[src/rtl/fifo_burst_reader.sv]
// fifo_burst_reader: drains a show-ahead FIFO in bursts onto a valid/ready
// stream. A burst starts when a full BURST_LEN is available, on a flush
// request, or after the FIFO has sat non-empty for TIMEOUT cycles.
//
//   state | meaning
//   IDLE  | waiting for a start condition; idle timer running
//   BURST | popping words; remaining counts words still to pop
//   DONE  | last word popped, waiting for its beat to transfer
module fifo_burst_reader #(
  parameter int DSIZE     = 16,
  parameter int ASIZE     = 16,
  parameter int BURST_LEN = 8,
  parameter int TIMEOUT   = 255
) (
  input  logic             clk,
  input  logic             rst_n,
  input  logic             fifo_empty_i,
  input  logic [DSIZE-1:0] fifo_rd_data_i,
  input  logic [ASIZE:0]   fifo_counter_i,
  output logic             fifo_rd_en_o,
  input  logic             flush_i,
  output logic             m_valid_o,
  output logic [DSIZE-1:0] m_data_o,
  output logic             m_last_o,
  input  logic             m_ready_i,
  output logic             burst_done_o,
  output logic             busy_o
);

  localparam int TW = $clog2(TIMEOUT + 1);
  localparam logic [TW-1:0]  TIMEOUT_C   = TW'(TIMEOUT);
  localparam logic [ASIZE:0] BURST_LEN_C = (ASIZE + 1)'(BURST_LEN);
  localparam logic [ASIZE:0] CNT_ONE     = {{ASIZE{1'b0}}, 1'b1};
  localparam logic [ASIZE:0] CNT_ZERO    = '0;

  typedef enum logic [1:0] {
    IDLE  = 2'd0,
    BURST = 2'd1,
    DONE  = 2'd2
  } state_t;

  state_t          state_q;
  state_t          state_d;
  logic [TW-1:0]   timer_q;
  logic [ASIZE:0]  remaining_q;
  logic [ASIZE:0]  start_len;
  logic            start;
  logic            pop;
  logic            beat;

  assign beat         = m_valid_o && m_ready_i;
  assign fifo_rd_en_o = pop;
  assign busy_o       = (state_q != IDLE);

  // State register.
  always_ff @(posedge clk or negedge rst_n) begin
    if (!rst_n) state_q <= IDLE;
    else        state_q <= state_d;
  end

  // Next state, start decision and pop qualification.
  always_comb begin
    state_d   = state_q;
    start     = 1'b0;
    start_len = CNT_ZERO;
    // Pop only when the output register is free or being drained this cycle.
    pop       = (state_q == BURST) && !fifo_empty_i && (!m_valid_o || m_ready_i);
    case (state_q)
      IDLE: begin
        if (fifo_counter_i >= BURST_LEN_C) begin
          start     = 1'b1;
          start_len = BURST_LEN_C;
        end else if ((fifo_counter_i != CNT_ZERO) &&
                     (flush_i || (timer_q == TIMEOUT_C))) begin
          start     = 1'b1;
          start_len = fifo_counter_i;
        end
        if (start) state_d = BURST;
      end
      BURST: begin
        if (pop && (remaining_q == CNT_ONE)) state_d = DONE;
      end
      DONE: begin
        if (beat) state_d = IDLE;
      end
      default: state_d = IDLE;
    endcase
  end

  // Idle timer: counts non-empty IDLE cycles, saturates, clears otherwise.
  always_ff @(posedge clk or negedge rst_n) begin
    if (!rst_n) begin
      timer_q <= '0;
    end else if ((state_q == IDLE) && !start && !fifo_empty_i) begin
      if (timer_q != TIMEOUT_C) timer_q <= timer_q + 1'b1;
    end else begin
      timer_q <= '0;
    end
  end

  // Words still to pop in the current burst; fixed at start.
  always_ff @(posedge clk or negedge rst_n) begin
    if (!rst_n)     remaining_q <= '0;
    else if (start) remaining_q <= start_len;
    else if (pop)   remaining_q <= remaining_q - 1'b1;
  end

  // Output register: loads on pop, holds under backpressure, empties on accept.
  always_ff @(posedge clk or negedge rst_n) begin
    if (!rst_n) begin
      m_valid_o <= 1'b0;
      m_data_o  <= '0;
      m_last_o  <= 1'b0;
    end else if (pop) begin
      m_valid_o <= 1'b1;
      m_data_o  <= fifo_rd_data_i;
      m_last_o  <= (remaining_q == CNT_ONE);
    end else if (beat) begin
      m_valid_o <= 1'b0;
      m_last_o  <= 1'b0;
    end
  end

  // One-cycle pulse after the final beat of a burst transfers.
  always_ff @(posedge clk or negedge rst_n) begin
    if (!rst_n) burst_done_o <= 1'b0;
    else        burst_done_o <= (state_q == DONE) && beat;
  end

endmodule
[config.mk]
export PLATFORM = sky130hd
export DESIGN_NAME = fifo_burst_reader
export DESIGN_NICKNAME = d
export VERILOG_FILES = /design/src/rtl/fifo_burst_reader.sv
export SDC_FILE = /design/constraint.sdc
export NUM_CORES = 1
export LEC_CHECK = 0
export CORE_ASPECT_RATIO = 0.8
export CORE_UTILIZATION = 40
export CTS_BUF_LIST = sky130_fd_sc_hd__clkbuf_2
export DETAILED_ROUTE_END_ITERATION = 16
export HOLD_SLACK_MARGIN = 0.08
export PLACE_DENSITY = 0.72
export SLEW_MARGIN = 20
export SYNTH_ARGS = -nofsm -noshare
export SYNTH_HDL_FRONTEND = slang
export SYNTH_SLANG_ARGS = --single-unit
[constraint.sdc]
create_clock -name clk -period 2.84 [get_ports clk]
set_clock_uncertainty 0.1 [all_clocks]
set_input_delay 0.568 -clock clk [delete_from_list [all_inputs] [get_ports clk]]
set_output_delay 0.568 -clock clk [all_outputs]
set_load 0.005 [all_outputs]
After elaboration in Yosys (flattened, before gate mapping)
Index checks and enable logic that the tools add are counted.
Widths: inputs -> output; s select.
{ "op_classes": {"n_addsub": 2, "n_lt_le_gt_ge": 1, "eq_ne": 9, "muxes": 18, "n_reduce_logical": 19} }
{ "op_table": {"columns": ["cell", "count"], "rows": [
  ["$mux 17", 5],
  ["$eq 17x1->1 const B", 1],
  ["$ge 17x4->1 const B", 1],
  ["$reduce_bool 17->1", 1],
  ["$sub 17x1->17 const B", 1],
  ["$mux 8", 2],
  ["$add 8x1->8 const B", 1],
  ["$eq 8x8->1 const B", 1],
  ["$logic_and 1x1->1", 8],
  ["$ne 8x8->1 const B", 1],
  ["$mux 1", 7],
  ["$mux 2", 3],
  ["$ne 2x1->1 const B", 3],
  ["$pmux 2 s3", 1],
  ["$reduce_bool 2->1", 3],
  ["$logic_not 1->1", 3],
  ["$reduce_and 3->1", 1],
  ["$eq 2x1->1 const B", 1],
  ["$eq 2x2->1 const B", 1],
  ["$logic_not 2->1", 1],
  ["$logic_or 1x1->1", 2],
  ["$ne 2x2->1 const B", 1]
]} }
{ "word_totals": {"register_bits": 46, "input_bits": 38, "wordCells": 56} }

Depth between registers and ports, before layout
Gate-level depths: netlist of the first run.
{ "logic_depth": {"word_depth": 11, "ltp_mapped": 7, "ltp_nobuf": 6} }

Worst setup path before layout of the first run
Ideal clock, no wire load.
{ "synth_path": {"path_type": "in2out", "start": "input fifo_empty_i", "end": "output fifo_rd_en_o", "t_arrival_ps": 1613, "path_slack_ps": 559, "path_stages": 5, "path_cell_list": "nor3b_1 nand2_1 inv_1 clkbuf_1 clkbuf_1"} }
{ "synth_via": {"elab_chain_len": 3} }
{ "synth_rtl": {"columns": ["item", "line", "text"], "rows": [
  ["start: declaration", "17", "input logic fifo_empty_i,"],
  ["$logic_not 1->1", "67", "pop = (state_q == BURST) && !fifo_empty_i && (!m_valid_o || m_ready_i);"],
  ["$logic_and 1x1->1 (2 in series)", "67", null],
  ["end: declaration", "20", "output logic fifo_rd_en_o,"]
]} }
Every way passes these cells.

Worst setup path after layout of the first run
Ends and elaborated chain as after synthesis.

==> run_results.csv, run 1 <==
group,metric,value,unit
outcome,outcome,"finished clean",
yosys,synth_seq_cells,46,
yosys,yosysWarnings,0,
yosys,async_reset_ff_share,100,%
detailed_routing,drt_first_pass_iters,4,
final_layout,fin_area,2960,µm²
power_and_ir_drop,powerDensity,817,nW/µm²
yosys,seq_area_frac_synth,52.2,%
detailed_routing,via_count,1844,
sta,hold-worst-slack,0.409,ns
grt,overflow,0,
die,die_h,68.4,µm
sta,slew_headroom,54.3,%
yosys,synth_cell_types,46,
power_and_ir_drop,p_int,0.00155,W
placement,dpl-instance-area,2880,µm²
yosys,synthDominantCellAreaShare,52.2,%
yosys,syn_nets,277,
final_layout,multi_input_area,986,µm²
final_layout,final_nets,343,
clocking,cts_setup_buffers,0,
sta,fin_crit_sh,95.2,%
detailed_routing,routed-wl-met3,232,µm
final_layout,drive_gt1_share,8.91,%
final_layout,syn_to_final_growth,34.1,%
power_and_ir_drop,total_power,0.00242,W
detailed_routing,drt_iter0_markers,135,
sta,setup_viol,0,
power_and_ir_drop,pwr-share-comb,43.3,%
placement,hpwl,3.43,mm
die,core_area,5150,µm²
final_layout,seq_area,1150,µm²
die,die_area,5810,µm²
sta,worst_pin_slew,0.685,ns
clocking,ctsResizeCount,0,
clocking,clk-insertion-delay-late,0.41,ns
worst_hold_path,hold_path.class,"reg2reg",
power_and_ir_drop,vdd_drop_max,0.380,mV
die,rows,23,
yosys,avgSynthCellArea,9.34,µm²
power_and_ir_drop,switchingPower,0.000866,W
detailed_routing,antenna_left,0,
job,maxCapViolCount,0,
detailed_routing,vias_per_cell,5.05,
setup_path,cp-startpoint,"fifo_empty_i",
sta,hold_violations,0,
detailed_routing,drt_wl_total,4.79,mm
grt,grt_pass1_vias,1731,
detailed_routing,routed-wl-met2,2.09,mm
setup_path,critPathArrivalTime,2.03,ns
detailed_routing,wl_met1,2.41,mm
placement,io_buffers,58,
detailed_routing,drc,0,
sta,setup-tns-final,0,ns
power_and_ir_drop,swShare,35.9,%
sta,max_freq,0.370,GHz
setup_path,critPathKind,"in2out",
setup_path,startpoint_type,"primary input",
final_layout,n_antenna_cell,0,
yosys,ys_top_cells_by_area,"dfrtp_1 52%, nand2_1 9.7%, xnor2_1 4.8%, nor2_1 4.3%, or3_1 2.6%",
placement,gp_congestion,0.799,
final_layout,fill_cells,468,
sta,finalCriticalPeriod,2.70,ns
clocking,cts.sinks,46,
grt,grt_max_degree,31,
die,initial_core_util,42.8,%
yosys,synth_edf_count,0,
power_and_ir_drop,clock_power_share,15.0,%
yosys,yosys.area.top_type,"dfrtp_1",
clocking,clkTransAtPathRegs,0.24,ns
setup_path,r2r_start,"remaining_q[5]",
grt,grt_usage,17.5,%
placement,dp.cells,356,
clocking,clockRootBuffer,"clkbuf_2",
grt,grt_pass1_wl,7.88,mm
die,fp.dieW,85,µm
power_and_ir_drop,power_leakage,1.31,nW
die,ios,59,
worst_hold_path,hp-start,"m_data_o[7]",
grt,antenna_found_initial,0,
power_and_ir_drop,seqPwrFrac,41.7,%
yosys,syn_inst,236,
detailed_routing,top_layer,"met4",
clocking,cts_tree,"built",
clocking,htreeDepth,2,
setup_path,endpoint_kind,"primary output",
detailed_routing,wl_per_cell,13.1,µm
clocking,cts_buffers,5,
yosys,netlist_area,2200,µm²
sta,rsz0062_at_grt,"false",
clocking,clock_path_buffers,2,
yosys,ys.flop_type,"dfrtp_1",
setup_path,path_max_fanout,3,
setup_path,cp_data_required_time,2.17,ns
final_layout,instances_no_fill,365,
sta,maxSlewViolCount,0,
[Yosys cell counts (2+ instances only)]
cell type and n:
nor3_2 2, nor3b_1 2, inv_1 8, or3_1 9
nand3_1 6, nand2b_1 2, dfrtp_1 46, nand4_1 3
a21oi_1 6, nor3_1 8, nand2_1 57, nor4_1 7
nand4b_1 2, clkbuf_1 6, nor2_1 25, ha_1 3
o21ai_0 4, xnor2_1 12
[final cells by class]
cell class / instances / share of cell area [%]
clock buffers: 5 / 0.846
clock inverters: 3 / 1.52
inverters: 9 / 1.14
multi-input cells: 174 / 33.3
flip-flops and latches: 46 / 38.9
well taps: 62 / 2.62
repair buffers: 66 / 21.6
[path summary, 6_finish.rpt]
path | cells past startpoint | end | slack (ns)
worst min register to register | 2 | m_data_o[7] | 0.41
worst min-delay path | 2 | m_data_o[7] | 0.41
worst max-delay path | 5 | fifo_rd_en_o | 0.14
min in group asynchronous | 2 | remaining_q[13] | 0.59
max in group asynchronous | 3 | timer_q[6] | 1.41
worst max register to register | 5 | state_q[0] | 0.63
[cell families after synthesis]
group / share of synthesized area, %
XOR/XNOR: 5.16
adder cells (fa/ha/maj): 1.70
multiplexers: 0.454
AND/OR/NAND/NOR: 30.5
flip-flops: 52.2
buffers and inverters: 3.06
AO/OA/AOI/OAI: 6.87
[metrics by stage]
step                util [%]  worst slack (ns)
floorplan                  -             0.559
global placement        55.8             0.139
detailed placement      55.8             0.163
CTS                     57.4             0.142
global route            57.4           0.00712
finish                  57.4             0.137
[what timing repair did]
action / 4_1_cts / 5_1_grt
setup endpoints to repair: 0 / 0
hold buffers: 1 / 0
hold endpoints to repair: 27 / 0
[critical path: stages]
cell and delay (ns):
clkdlybuf4s50_1 0.45, nor3b_1 0.26, nand2_1 0.14, inv_1 0.10
clkdlybuf4s50_1 0.51
[power by group through the flow]
| stage | Combinational (W) | Clock [W] | Sequential [W] |
|---|---|---|---|
| 3_5_place_dp | 0.00106 | 0 | 0.00101 |
| 2_1_floorplan | 0.000604 | 0 | 0.00100 |
| 5_1_grt | 0.00118 | 0.000404 | 0.00104 |
| 6_report | 0.00105 | 0.000364 | 0.00101 |
| 4_1_cts | 0.00106 | 0.000375 | 0.00101 |
| 3_3_place_gp | 0.00104 | 0 | 0.00101 |
[registers in the layout (all words and copies together) (netlist names)]
name,count
burst_done_o,1
m_data_o,16
timer_q,8
state_q,2
m_last_o,1
m_valid_o,1
remaining_q,17
[cell usage in the layout (no fill, tap or decap), types with 2 or more instances in the layout]
| cell type | synthesis | layout |
|---|---|---|
| a21oi_1 | 6 | 6 |
| buf_4 | 0 | 7 |
| clkbuf_2 | 0 | 5 |
| clkdlybuf4s50_1 | 0 | 57 |
| clkinvlp_4 | 0 | 2 |
| dfrtp_1 | 46 | 46 |
| ha_1 | 3 | 3 |
| inv_1 | 8 | 8 |
| nand2_1 | 57 | 57 |
| nand2b_1 | 2 | 2 |
| nand3_1 | 6 | 6 |
| nand4_1 | 3 | 3 |
| nand4b_1 | 2 | 2 |
| nor2_1 | 25 | 25 |
| nor3_1 | 8 | 8 |
| nor3_2 | 2 | 2 |
| nor3b_1 | 2 | 2 |
| nor4_1 | 7 | 7 |
| o21ai_0 | 4 | 4 |
| or3_1 | 9 | 9 |
| xnor2_1 | 12 | 12 |
[routing by layer]
metal  track usage (%)  up-vias
met4              5.72        0
met3              4.70        5
met5                 0        -
met2              26.9       39
li1                  -      937
met1              24.1      863
No activity file was read; power rests on OpenSTA's default activity.
==> run 2, diff against run 1 <==
--- a/config.mk
+++ b/config.mk
@@ -5,12 +5,15 @@
 export SDC_FILE = /design/constraint.sdc
 export NUM_CORES = 1
 export LEC_CHECK = 0
+export ABC_AREA = 1
+export ABC_CLOCK_PERIOD_IN_PS = 2840
 export CORE_ASPECT_RATIO = 0.8
+export CORE_MARGIN = 2
 export CORE_UTILIZATION = 40
 export CTS_BUF_LIST = sky130_fd_sc_hd__clkbuf_2
 export DETAILED_ROUTE_END_ITERATION = 16
 export HOLD_SLACK_MARGIN = 0.08
-export PLACE_DENSITY = 0.72
+export PLACE_DENSITY = 0.7
 export SLEW_MARGIN = 20
 export SYNTH_ARGS = -nofsm -noshare
 export SYNTH_HDL_FRONTEND = slang
==> run 2 against run 1 <==
Net effect: register-to-register slack better by 0.21 ns; maximum frequency increased by 7.0%; clock power shrank 28%; die area increased by 19%; clock-buffer cell count is the same; combinational power shrank 54%.
==> run_results.csv, run 2 <==
group,metric,value,unit
setup_path,r2r_slack,0.84,ns
detailed_routing,drt_first_pass_iters,4,
final_layout,drive_gt1_share,8.31,%
sta,hold_violations,0,
setup_path,r2r_end,"remaining_q[8]",
final_layout,final_cell_mix,"110 x nand2_1, 57 x clkdlybuf4s50_1, 46 x dfrtp_1",
power_and_ir_drop,powerDensity,496,nW/µm²
clocking,ctsResizeCount,0,
placement,gp_congestion,0.803,
detailed_routing,via_count,2259,
setup_path,crit_chain,"clkdlybuf4s50_1, inv_1, nand2_1, nand3_1, inv_2, clkdlybuf4s50_1",
setup_path,cp_data_required_time,2.17,ns
yosys,yosys.area.top_type,"dfrtp_1",
worst_hold_path,hp-start,"m_data_o[11]",
yosys,yosysWarnings,0,
setup_path,path_max_fanout,2,
sta,setup-tns-final,0,ns
die,core_area,5970,µm²
final_layout,top_register,"remaining_q",
clocking,clockRootBuffer,"clkbuf_2",
yosys,netlist_area,2500,µm²
power_and_ir_drop,switchingPower,0.000546,W
yosys,async_reset_ff_share,100,%
detailed_routing,drt_iter0_markers,145,
worst_hold_path,hold_path_depth,2,
die,initial_core_util,41.9,%
clocking,htreeDepth,2,
power_and_ir_drop,vdd_drop_max,0.188,mV
detailed_routing,drc,0,
power_and_ir_drop,clock_power_share,16.4,%
setup_path,startpoint_type,"primary input",
sta,hold-worst-slack,0.411,ns
outcome,outcome,"finished clean",
yosys,seq_area_frac_synth,46.0,%
yosys,synth.most_common_cell,"nand2_1",
clocking,clkTransAtPathRegs,0.22,ns
yosys,ys_top_cells_by_area,"dfrtp_1 46%, nand2_1 16%, nand3_1 7.4%, nor2_1 6.7%, inv_1 4.0%",
power_and_ir_drop,p_int,0.00105,W
die,rows,25,
final_layout,n_antenna_cell,0,
sta,max_freq,0.396,GHz
grt,grt_pass1_wl,9.56,mm
clocking,cts.sinks,46,
detailed_routing,vias_per_cell,4.73,
setup_path,critPathMaxStageDelay,0.49,ns
die,die_h,74.8,µm
power_and_ir_drop,total_power,0.00159,W
final_layout,final_common_cell,"nand2_1",
worst_hold_path,whs_endpoint,"m_data_o[11]",
clocking,cts_tree,"built",
setup_path,endpoint_kind,"primary output",
die,die_area,6920,µm²
setup_path,critPathKind,"in2out",
clocking,clk-insertion-delay-late,0.39,ns
final_layout,syn_to_final_growth,28.2,%
job,maxCapViolCount,0,
grt,antenna_found_initial,0,
final_layout,largest_reg_flops,17,
grt,overflow,0,
sta,slew_headroom,74.6,%
setup_path,r2r_start,"timer_q[0]",
yosys,synth_edf_count,0,
power_and_ir_drop,power_leakage,1.54,nW
detailed_routing,wl_per_cell,11.7,µm
grt,grt_pass1_vias,2114,
setup_path,critPathArrivalTime,1.86,ns
worst_hold_path,hold_path.class,"reg2reg",
placement,io_buffers,58,
yosys,syn_nets,375,
sta,setup_viol,0,
final_layout,post-route-util,53.8,%
detailed_routing,antenna_left,0,
setup_path,rr_worst_depth,11,
clocking,clock_path_buffers,2,
die,fp.dieW,92.5,µm
sta,maxSlewViolCount,0,
yosys,synth_seq_cells,46,
yosys,syn_inst,334,
placement,preCtsSetupSlack,0.325,ns
power_and_ir_drop,pwr-share-comb,30.6,%
grt,grt_usage,17.2,%
power_and_ir_drop,seqPwrFrac,52.9,%
clocking,cts_buffers,5,
sta,worst_pin_slew,0.379,ns
setup_path,cpMostUsedCell,"clkdlybuf4s50_1",
yosys,synthDominantCellAreaShare,46.0,%
yosys,avgSynthCellArea,7.50,µm²
grt,grt_max_degree,32,
sta,worst_slack,0.314,ns
setup_path,crit_path_top_delay_cell,"clkdlybuf4s50_1",
sta,rsz0062_at_grt,"false",
power_and_ir_drop,swShare,34.3,%
sta,fin_crit_sh,88.9,%
placement,hpwl,4.13,mm
yosys,synth_cell_types,31,
final_layout,top_regs,"remaining_q (17), m_data_o (16), timer_q (8)",
yosys,synth_common_cells,"110 x nand2_1, 46 x dfrtp_1, 45 x nor2_1",
sta,finalCriticalPeriod,2.53,ns
detailed_routing,drt_wl_total,5.60,mm
die,ios,59,
yosys,ys.flop_type,"dfrtp_1",
final_layout,final_nets,437,
-- run 2: cell count changes after synthesis, moves of 6 or more --
cell	change
nand3_1	+31
or3_1	-9
nor4_1	-6
xnor2_1	-11
nand2_1	+53
inv_1	+19
nor2_2	+6
nor2_1	+20
-- run 2: cell type report --
cell class	instances	area, µm²
Timing Repair Buffer	63	616
Sequential cell	46	1150
Clock buffer	5	25.0
Fill cell	582	2760
Tap cell	81	101
Clock inverter	3	16.3
Inverter	31	116
Multi-Input combinational cell	249	1190
-- run 2: power groups by stage --
stage	Sequential, W	Clock, W	Combinational, W
after floorplan	0.000841	0	0.000292
after global placement	0.000851	0	0.000474
after detailed placement	0.000856	0	0.000489
after CTS	0.000844	0.000276	0.000494
after global routing	0.000862	0.000303	0.000558
final	0.000843	0.000262	0.000487
-- run 2: how the worst max path moves through the flow --
stage / slack, ns / endpoint / cells after the start / start
floorplan: 1.15 / fifo_rd_en_o / 4 / fifo_empty_i
global placement: 0.33 / fifo_rd_en_o / 6 / m_ready_i
detailed placement: 0.33 / fifo_rd_en_o / 6 / m_ready_i
CTS: 0.32 / fifo_rd_en_o / 6 / m_ready_i
global route: 0.19 / fifo_rd_en_o / 5 / state_q[0]
finish: 0.31 / fifo_rd_en_o / 6 / m_ready_i
-- run 2: cells by family (layout without fill, tap and decap cells) --
group	Yosys count	count (layout)	synth area share [%]
AOI/OAI and AO/OA	19	19	4.80
and+or+nand+nor	222	222	39.3
adders and majority gates	3	3	1.50
buffers and inverters	39	102	6.69
DFF	46	46	46.0
xor gates and xnor gates	5	5	1.75
-- run 2: critical path, delay by kind of cell --
kind | cells | cell delay (ns)
buffers and inverters | 4 | 1.10
and+or+nand+nor | 2 | 0.19
-- run 2: timing repair --
action | in CTS | in global routing
hold buffers | 1 | 0
setup buffers | 0 | 0
endpoints found under the hold margin | 46 | 0
-- run 2: routing by layer --
layer	routed length [µm]	vias up	global-route usage [%]
met2	2470	49	28.1
met5	0	-	0
met4	21	0	2.99
met3	317	2	3.20
li1	-	1184	-
met1	2790	1024	24.7
-- run 2: per-stage QoR --
| step | instance area [µm²] | instances |
|---|---|---|
| floorplan | 2500 | 334 |
| global placement | 3160 | 469 |
| detailed placement | 3160 | 469 |
| CTS | 3210 | 478 |
| global route | 3210 | 478 |
| finish | 3210 | 478 |
==> run 3, diff against run 2 <==
--- a/config.mk
+++ b/config.mk
@@ -14,7 +14,6 @@
 export DETAILED_ROUTE_END_ITERATION = 16
 export HOLD_SLACK_MARGIN = 0.08
 export PLACE_DENSITY = 0.7
-export SLEW_MARGIN = 20
 export SYNTH_ARGS = -nofsm -noshare
 export SYNTH_HDL_FRONTEND = slang
 export SYNTH_SLANG_ARGS = --single-unit
==> results of run 3 <==
Final layout, timing and power as in run 2 (identical DEF).
